### config.mk
export PLATFORM = sky130hd
export DESIGN_NAME = morse_char_buffer
export DESIGN_NICKNAME = d
export VERILOG_FILES = /design/src/rtl/morse_char_buffer.sv
export SDC_FILE = /design/constraint.sdc
export NUM_CORES = 1
export LEC_CHECK = 0
export ABC_AREA = 0
export CAP_MARGIN = 10
export CORE_ASPECT_RATIO = 1.1
export CORE_MARGIN = 5
export CORE_UTILIZATION = 48
export CTS_BUF_LIST = sky130_fd_sc_hd__clkbuf_2
export DETAILED_ROUTE_END_ITERATION = 10
export MAX_ROUTING_LAYER = met4
export PLACE_DENSITY = 0.79
export SLEW_MARGIN = 10
export SYNTH_ARGS = -nofsm -noshare
export SYNTH_HDL_FRONTEND = slang
export SYNTH_SLANG_ARGS = --single-unit
### constraint.sdc
create_clock -name clk -period 2.7 [get_ports clk]
set_input_delay 0.54 -clock clk [delete_from_list [all_inputs] [get_ports clk]]
set_output_delay 0.54 -clock clk [all_outputs]
set_load 0.02 [all_outputs]
### src/rtl/morse_char_buffer.sv
// rtl/morse_char_buffer.sv - Morse character entry buffer with commit, backspace and overflow rejection.
module morse_char_buffer #(
  parameter  int MAX_CHARS = 8,
  parameter  int MAX_SYMS  = 5,
  localparam int CW        = $clog2(MAX_SYMS + 1),
  localparam int PW        = $clog2(MAX_CHARS + 1)
) (
  input  logic                          clk,
  input  logic                          Top_reset,
  input  logic                          Left_dot,
  input  logic                          Mid_dash,
  input  logic                          Right_enter,
  input  logic                          Bot_back,
  output logic [MAX_CHARS*MAX_SYMS-1:0] final_seq_of_in,
  output logic [MAX_CHARS*CW-1:0]       final_num_of_in,
  output logic [PW-1:0]                 char_pos_out,
  output logic [MAX_SYMS-1:0]           cur_seq,
  output logic [CW-1:0]                 cur_num,
  output logic                          buf_full,
  output logic                          err_pulse
);

  typedef enum logic [1:0] {IDLE, ENTRY, FULL} state_t;

  localparam logic [CW-1:0] SYMS_MAX  = CW'(MAX_SYMS);
  localparam logic [PW-1:0] CHARS_MAX = PW'(MAX_CHARS);

  state_t                        r_state, w_state_n;
  logic [MAX_CHARS*MAX_SYMS-1:0] r_seq, w_seq_n;
  logic [MAX_CHARS*CW-1:0]       r_num, w_num_n;
  logic [PW-1:0]                 r_pos, w_pos_n;
  logic [MAX_SYMS-1:0]           r_cur_seq, w_cur_seq_n;
  logic [CW-1:0]                 r_cur_num, w_cur_num_n;
  logic                          r_err, w_err_n;
  logic                          r_dot_q, r_dash_q, r_enter_q, r_back_q;

  logic          w_dot_ev, w_dash_ev, w_enter_ev, w_back_ev;
  logic [CW-1:0] w_cur_dec;
  logic [PW-1:0] w_pos_inc, w_pos_dec;

  // Rising-edge detection: a held button only produces an event on its first cycle.
  assign w_dot_ev   = Left_dot    & ~r_dot_q;
  assign w_dash_ev  = Mid_dash    & ~r_dash_q;
  assign w_enter_ev = Right_enter & ~r_enter_q;
  assign w_back_ev  = Bot_back    & ~r_back_q;

  assign w_cur_dec = r_cur_num - CW'(1);
  assign w_pos_inc = r_pos + PW'(1);
  assign w_pos_dec = r_pos - PW'(1);

  always_ff @(posedge clk or posedge Top_reset) begin
    if (Top_reset) begin
      r_state   <= IDLE;
      r_seq     <= '0;
      r_num     <= '0;
      r_pos     <= '0;
      r_cur_seq <= '0;
      r_cur_num <= '0;
      r_err     <= 1'b0;
      r_dot_q   <= 1'b0;
      r_dash_q  <= 1'b0;
      r_enter_q <= 1'b0;
      r_back_q  <= 1'b0;
    end else begin
      r_state   <= w_state_n;
      r_seq     <= w_seq_n;
      r_num     <= w_num_n;
      r_pos     <= w_pos_n;
      r_cur_seq <= w_cur_seq_n;
      r_cur_num <= w_cur_num_n;
      r_err     <= w_err_n;
      r_dot_q   <= Left_dot;
      r_dash_q  <= Mid_dash;
      r_enter_q <= Right_enter;
      r_back_q  <= Bot_back;
    end
  end

  // Priority back > enter > symbol; lower-priority events are silently dropped.
  always_comb begin
    w_state_n   = r_state;
    w_seq_n     = r_seq;
    w_num_n     = r_num;
    w_pos_n     = r_pos;
    w_cur_seq_n = r_cur_seq;
    w_cur_num_n = r_cur_num;
    w_err_n     = 1'b0;
    if (w_back_ev) begin
      if (r_state == ENTRY) begin
        w_cur_seq_n[w_cur_dec] = 1'b0;
        w_cur_num_n            = w_cur_dec;
        if (w_cur_dec == '0) w_state_n = IDLE;
      end else if (r_pos != '0) begin
        for (int k = 0; k < MAX_CHARS; k++) begin
          if (PW'(k) == w_pos_dec) begin
            w_seq_n[k*MAX_SYMS +: MAX_SYMS] = '0;
            w_num_n[k*CW +: CW]             = '0;
          end
        end
        w_pos_n   = w_pos_dec;
        w_state_n = IDLE;
      end else begin
        w_err_n = 1'b1;
      end
    end else if (w_enter_ev) begin
      if (r_state == ENTRY) begin
        for (int k = 0; k < MAX_CHARS; k++) begin
          if (PW'(k) == r_pos) begin
            w_seq_n[k*MAX_SYMS +: MAX_SYMS] = r_cur_seq;
            w_num_n[k*CW +: CW]             = r_cur_num;
          end
        end
        w_pos_n     = w_pos_inc;
        w_cur_seq_n = '0;
        w_cur_num_n = '0;
        w_state_n   = (w_pos_inc == CHARS_MAX) ? FULL : IDLE;
      end else begin
        w_err_n = 1'b1;
      end
    end else if (w_dot_ev && w_dash_ev) begin
      w_err_n = 1'b1;
    end else if (w_dot_ev || w_dash_ev) begin
      if (r_state != FULL && r_cur_num < SYMS_MAX) begin
        w_cur_seq_n[r_cur_num] = w_dash_ev;
        w_cur_num_n            = r_cur_num + CW'(1);
        w_state_n              = ENTRY;
      end else begin
        w_err_n = 1'b1;
      end
    end
  end

  assign final_seq_of_in = r_seq;
  assign final_num_of_in = r_num;
  assign char_pos_out    = r_pos;
  assign cur_seq         = r_cur_seq;
  assign cur_num         = r_cur_num;
  assign buf_full        = (r_state == FULL);
  assign err_pulse       = r_err;

endmodule

==> out/metrics.csv <==
stage;metric;value;unit
outcome;outcome;finished clean;
power_and_ir_drop;Power per Cell Area;1160;mW/mm^2
timing;max-slew violations;0;
setup_path;CP max FO;15;
floorplan;Die ar.;0.0103;mm^2
timing;setup TNS;0;ns
setup_path;Arr. time, crit path;1.94;ns
floorplan;Die H;106;um
logic_synthesis;Synth area leaders;dfrtp_1, o2bb2ai_1, a21oi_1;
logic_synthesis;syn nets;372;
placed_design;Post-DP Area;0.00501;mm^2
run;# Max-Cap Violations;0;
finish;fin area;0.00512;mm^2
placed_design;GPL Wtd Cong;0.895;
timing;setup violators final;0;
clocking;Post CTS Setup Buffer Count;0;
placed_design;HPWL Detailed;7450;um
min_path;worst min path class;in -> async;
clocking;Root Buffer Master;clkbuf_2;
global_routing;vias in the first global route;3229;
power_and_ir_drop;combinational power share;53.5;%
global_routing;Remaining Overflow, GRT;0;
clocking;clk sinks;83;
finish;fin util;61.8;%
logic_synthesis;#FFs+latches synth;83;
logic_synthesis;Seq/Total Area, Yosys;51.7;%
clocking;Num CTS Buffers;9;
global_routing;largest net degree at the start of global routing;66;
timing;FMAX;404;MHz
logic_synthesis;Warnings, synthesis;0;
finish;fin nets;465;
clocking;post-CTS sizing;0;
floorplan;Initial Util;48.6;%
power_and_ir_drop;Seq pwr share;36.3;%
floorplan;Ports;84;
clocking;clk slew on worst S/H paths;0.24;ns
finish;P&R area growth vs syn;27.3;%
clocking;H-tree levels;3;
power_and_ir_drop;VDD IR max;0.640;mV
power_and_ir_drop;sw frac;44.6;%
routing;DRC Markers;0;
power_and_ir_drop;Pint;3.29;mW
setup_path;CP Capture Type;output pin;
setup_path;Max stage delay cell, worst path;clkdlybuf4s50_1;
timing;RSZ-0062 raised after global routing;false;
finish;# fillers;656;
placed_design;Placed Cells;549;
clocking;cts hold-fix bufs;0;
logic_synthesis;post-synth top area cell;dfrtp_1;
routing;Vias;3242;
timing;final hold slack;0.225;ns
routing;average via count per standard cell;5.74;
logic_synthesis;Syn Inst Count;356;
global_routing;initial antenna violation count;0;
logic_synthesis;Netlist cell types;59;
floorplan;die width;97.2;um
floorplan;Core Area;0.00828;mm^2
timing;Tcrit/Tclk final;91.7;%
routing;Avg WL per Cell;18.4;um
setup_path;Buf+Inv Stages, Crit Path;1;
timing;worst clock skew;0.0283;ns
global_routing;GRT Overall Usage;21.1;%
setup_path;Critical Path, Cell by Cell;clkdlybuf4s50_1;
setup_path;critical path class;reg -> out;
setup_path;Critical Path RT;2.16;ns
routing;drt total wl;10400;um
routing;post-route ant nets;0;
setup_path;Top Family by Delay on Critical Path;buffers and inverters;
logic_synthesis;cell area after synthesis;0.00402;mm^2
finish;Antenna Cells;0;
finish;final instance count without filler cells;565;
power_and_ir_drop;switching pwr;2.64;mW
floorplan;FP Rows;35;
power_and_ir_drop;Pleak;2.17;nW
clocking;Longest Clk Path Bufs;2;
timing;normalized max-slew margin;56.8;%
clocking;Clock Latency Late Sink;0.56;ns
finish;layout cells sized above 1;14.5;%
logic_synthesis;Synth top area share;51.7;%
routing;drt pass-1 iters;4;
timing;worst-margin pin slew;0.641;ns
clocking;CTS tree;yes;
routing;Starting DRT DRC Count;257;
setup_path;slowest stage delay, CP;0.70;ns
power_and_ir_drop;clock share of power;10.2;%
timing;minimum clock period;2.48;ns
logic_synthesis;synthesized area per cell;11.3;um^2
setup_path;element type at the critical path start;register;
global_routing;first-pass GRT wire length;16900;um
placed_design;# port buffers;83;
timing;Fin. Hold Viols;0;
==> per-layer routing <==
metal / GRT usage, % / part of all wire (%) / up-vias
li1: - / - / 1514
met1: 28.7 / 46 / 1599
met2: 32.3 / 47 / 112
met3: 3.81 / 4.9 / 17
met4: 7.32 / 1.9 / 0
met5: - / 0 / -
==> final cells by class <==
cell class | instances | area [um^2] | area share, %
inverter | 7 | 27.5 | 0.538
timing repair buffer | 101 | 978 | 19.1
multi-input combinational | 247 | 1790 | 35.0
clock inverter | 7 | 60.1 | 1.17
sequential | 83 | 2080 | 40.6
clock buffer | 9 | 45.0 | 0.880
tap | 111 | 139 | 2.71
==> state kept, by name (all words and copies together), names as in the netlist <==
register         count
r_dash_q             1
cur_seq              5
r_enter_q            1
r_back_q             1
err_pulse            1
r_dot_q              1
final_seq_of_in     40
r_state              2
final_num_of_in     24
char_pos_out         4
cur_num              3
==> power by group through the flow <==
stage	Combinational, mW	Sequential [mW]	Clock (mW)
2_1_floorplan	1.37	2.62	0
3_3_place_gp	3.11	2.16	0
3_5_place_dp	3.17	2.16	0
4_1_cts	3.19	2.15	0.620
5_1_grt	3.40	2.22	0.674
6_report	3.17	2.15	0.605
==> kinds of logic after synthesis <==
| kind of cell | Yosys count | synth area share, % |
|---|---|---|
| AOI/OAI and AO/OA | 117 | 23.4 |
| muxes | 5 | 1.37 |
| buffers and inverters | 26 | 3.86 |
| adders and majority gates | 11 | 3.36 |
| xor gates and xnor gates | 6 | 1.49 |
| and+or+nand+nor | 108 | 14.9 |
| DFF | 83 | 51.7 |
==> layout by cell type (no fill, tap or decap), types with 4 or more instances in the layout <==
cell | Yosys | routed
clkbuf_2 | 0 | 9
inv_6 | 0 | 4
nand4_1 | 7 | 7
inv_1 | 7 | 6
clkdlybuf4s50_1 | 0 | 83
nand2b_1 | 6 | 6
o2bb2ai_1 | 48 | 48
ha_1 | 10 | 10
nor2_1 | 33 | 33
a211oi_1 | 8 | 8
a21oi_2 | 6 | 6
a21oi_1 | 27 | 27
mux2i_1 | 4 | 4
nand2_1 | 20 | 20
buf_4 | 1 | 17
dfrtp_1 | 83 | 83
nand2_4 | 4 | 4
nand3_1 | 14 | 14
==> synthesized netlist by cell type, drive strengths merged <==
cell type,number
mux2,1
a32oi,2
buf,14
xor2,4
nor4,1
or2,1
o311ai,2
or3b,1
maj3,1
o31ai,1
nor2,36
ha,10
o21ba,1
nand2,25
a2bb2oi,1
dfrtp,83
o211ai,4
a211oi,10
or3,1
and2b,1
clkbuf,5
or4,2
inv,7
nand3,15
o2bb2ai,48
nor3b,1
o21a,1
nand4,8
nand2b,7
xnor2,2
nor4b,1
a21oi,33
o21ai,8
a31oi,3
and3,1
mux2i,4
nor2b,5
nor3,2
o211a,1
a311oi,2
==> stage by stage <==
| stage | worst slack, ns | total power, mW |
|---|---|---|
| finish | 0.223 | 5.93 |
| floorplan | 0.0232 | 3.98 |
| CTS | 0.211 | 5.96 |
| global placement | 0.228 | 5.28 |
| global route | 0.139 | 6.29 |
| detailed placement | 0.207 | 5.34 |
==> path summary, 6_finish.rpt <==
check	startpoint	end	slack (ns)	cells after the start
worst min register to register	final_seq_of_in[12]	final_seq_of_in[12]	0.52	1
min in group clk	Left_dot	r_dot_q	0.42	1
max in group asynchronous	Top_reset	final_num_of_in[10]	1.83	3
worst max register to register	char_pos_out[2]	final_seq_of_in[27]	0.58	5
worst max-delay path	cur_num[2]	cur_num[2]	0.22	1
worst min-delay path	Top_reset	cur_num[0]	0.23	2
Note: power is estimated with default switching activity, not from simulation.
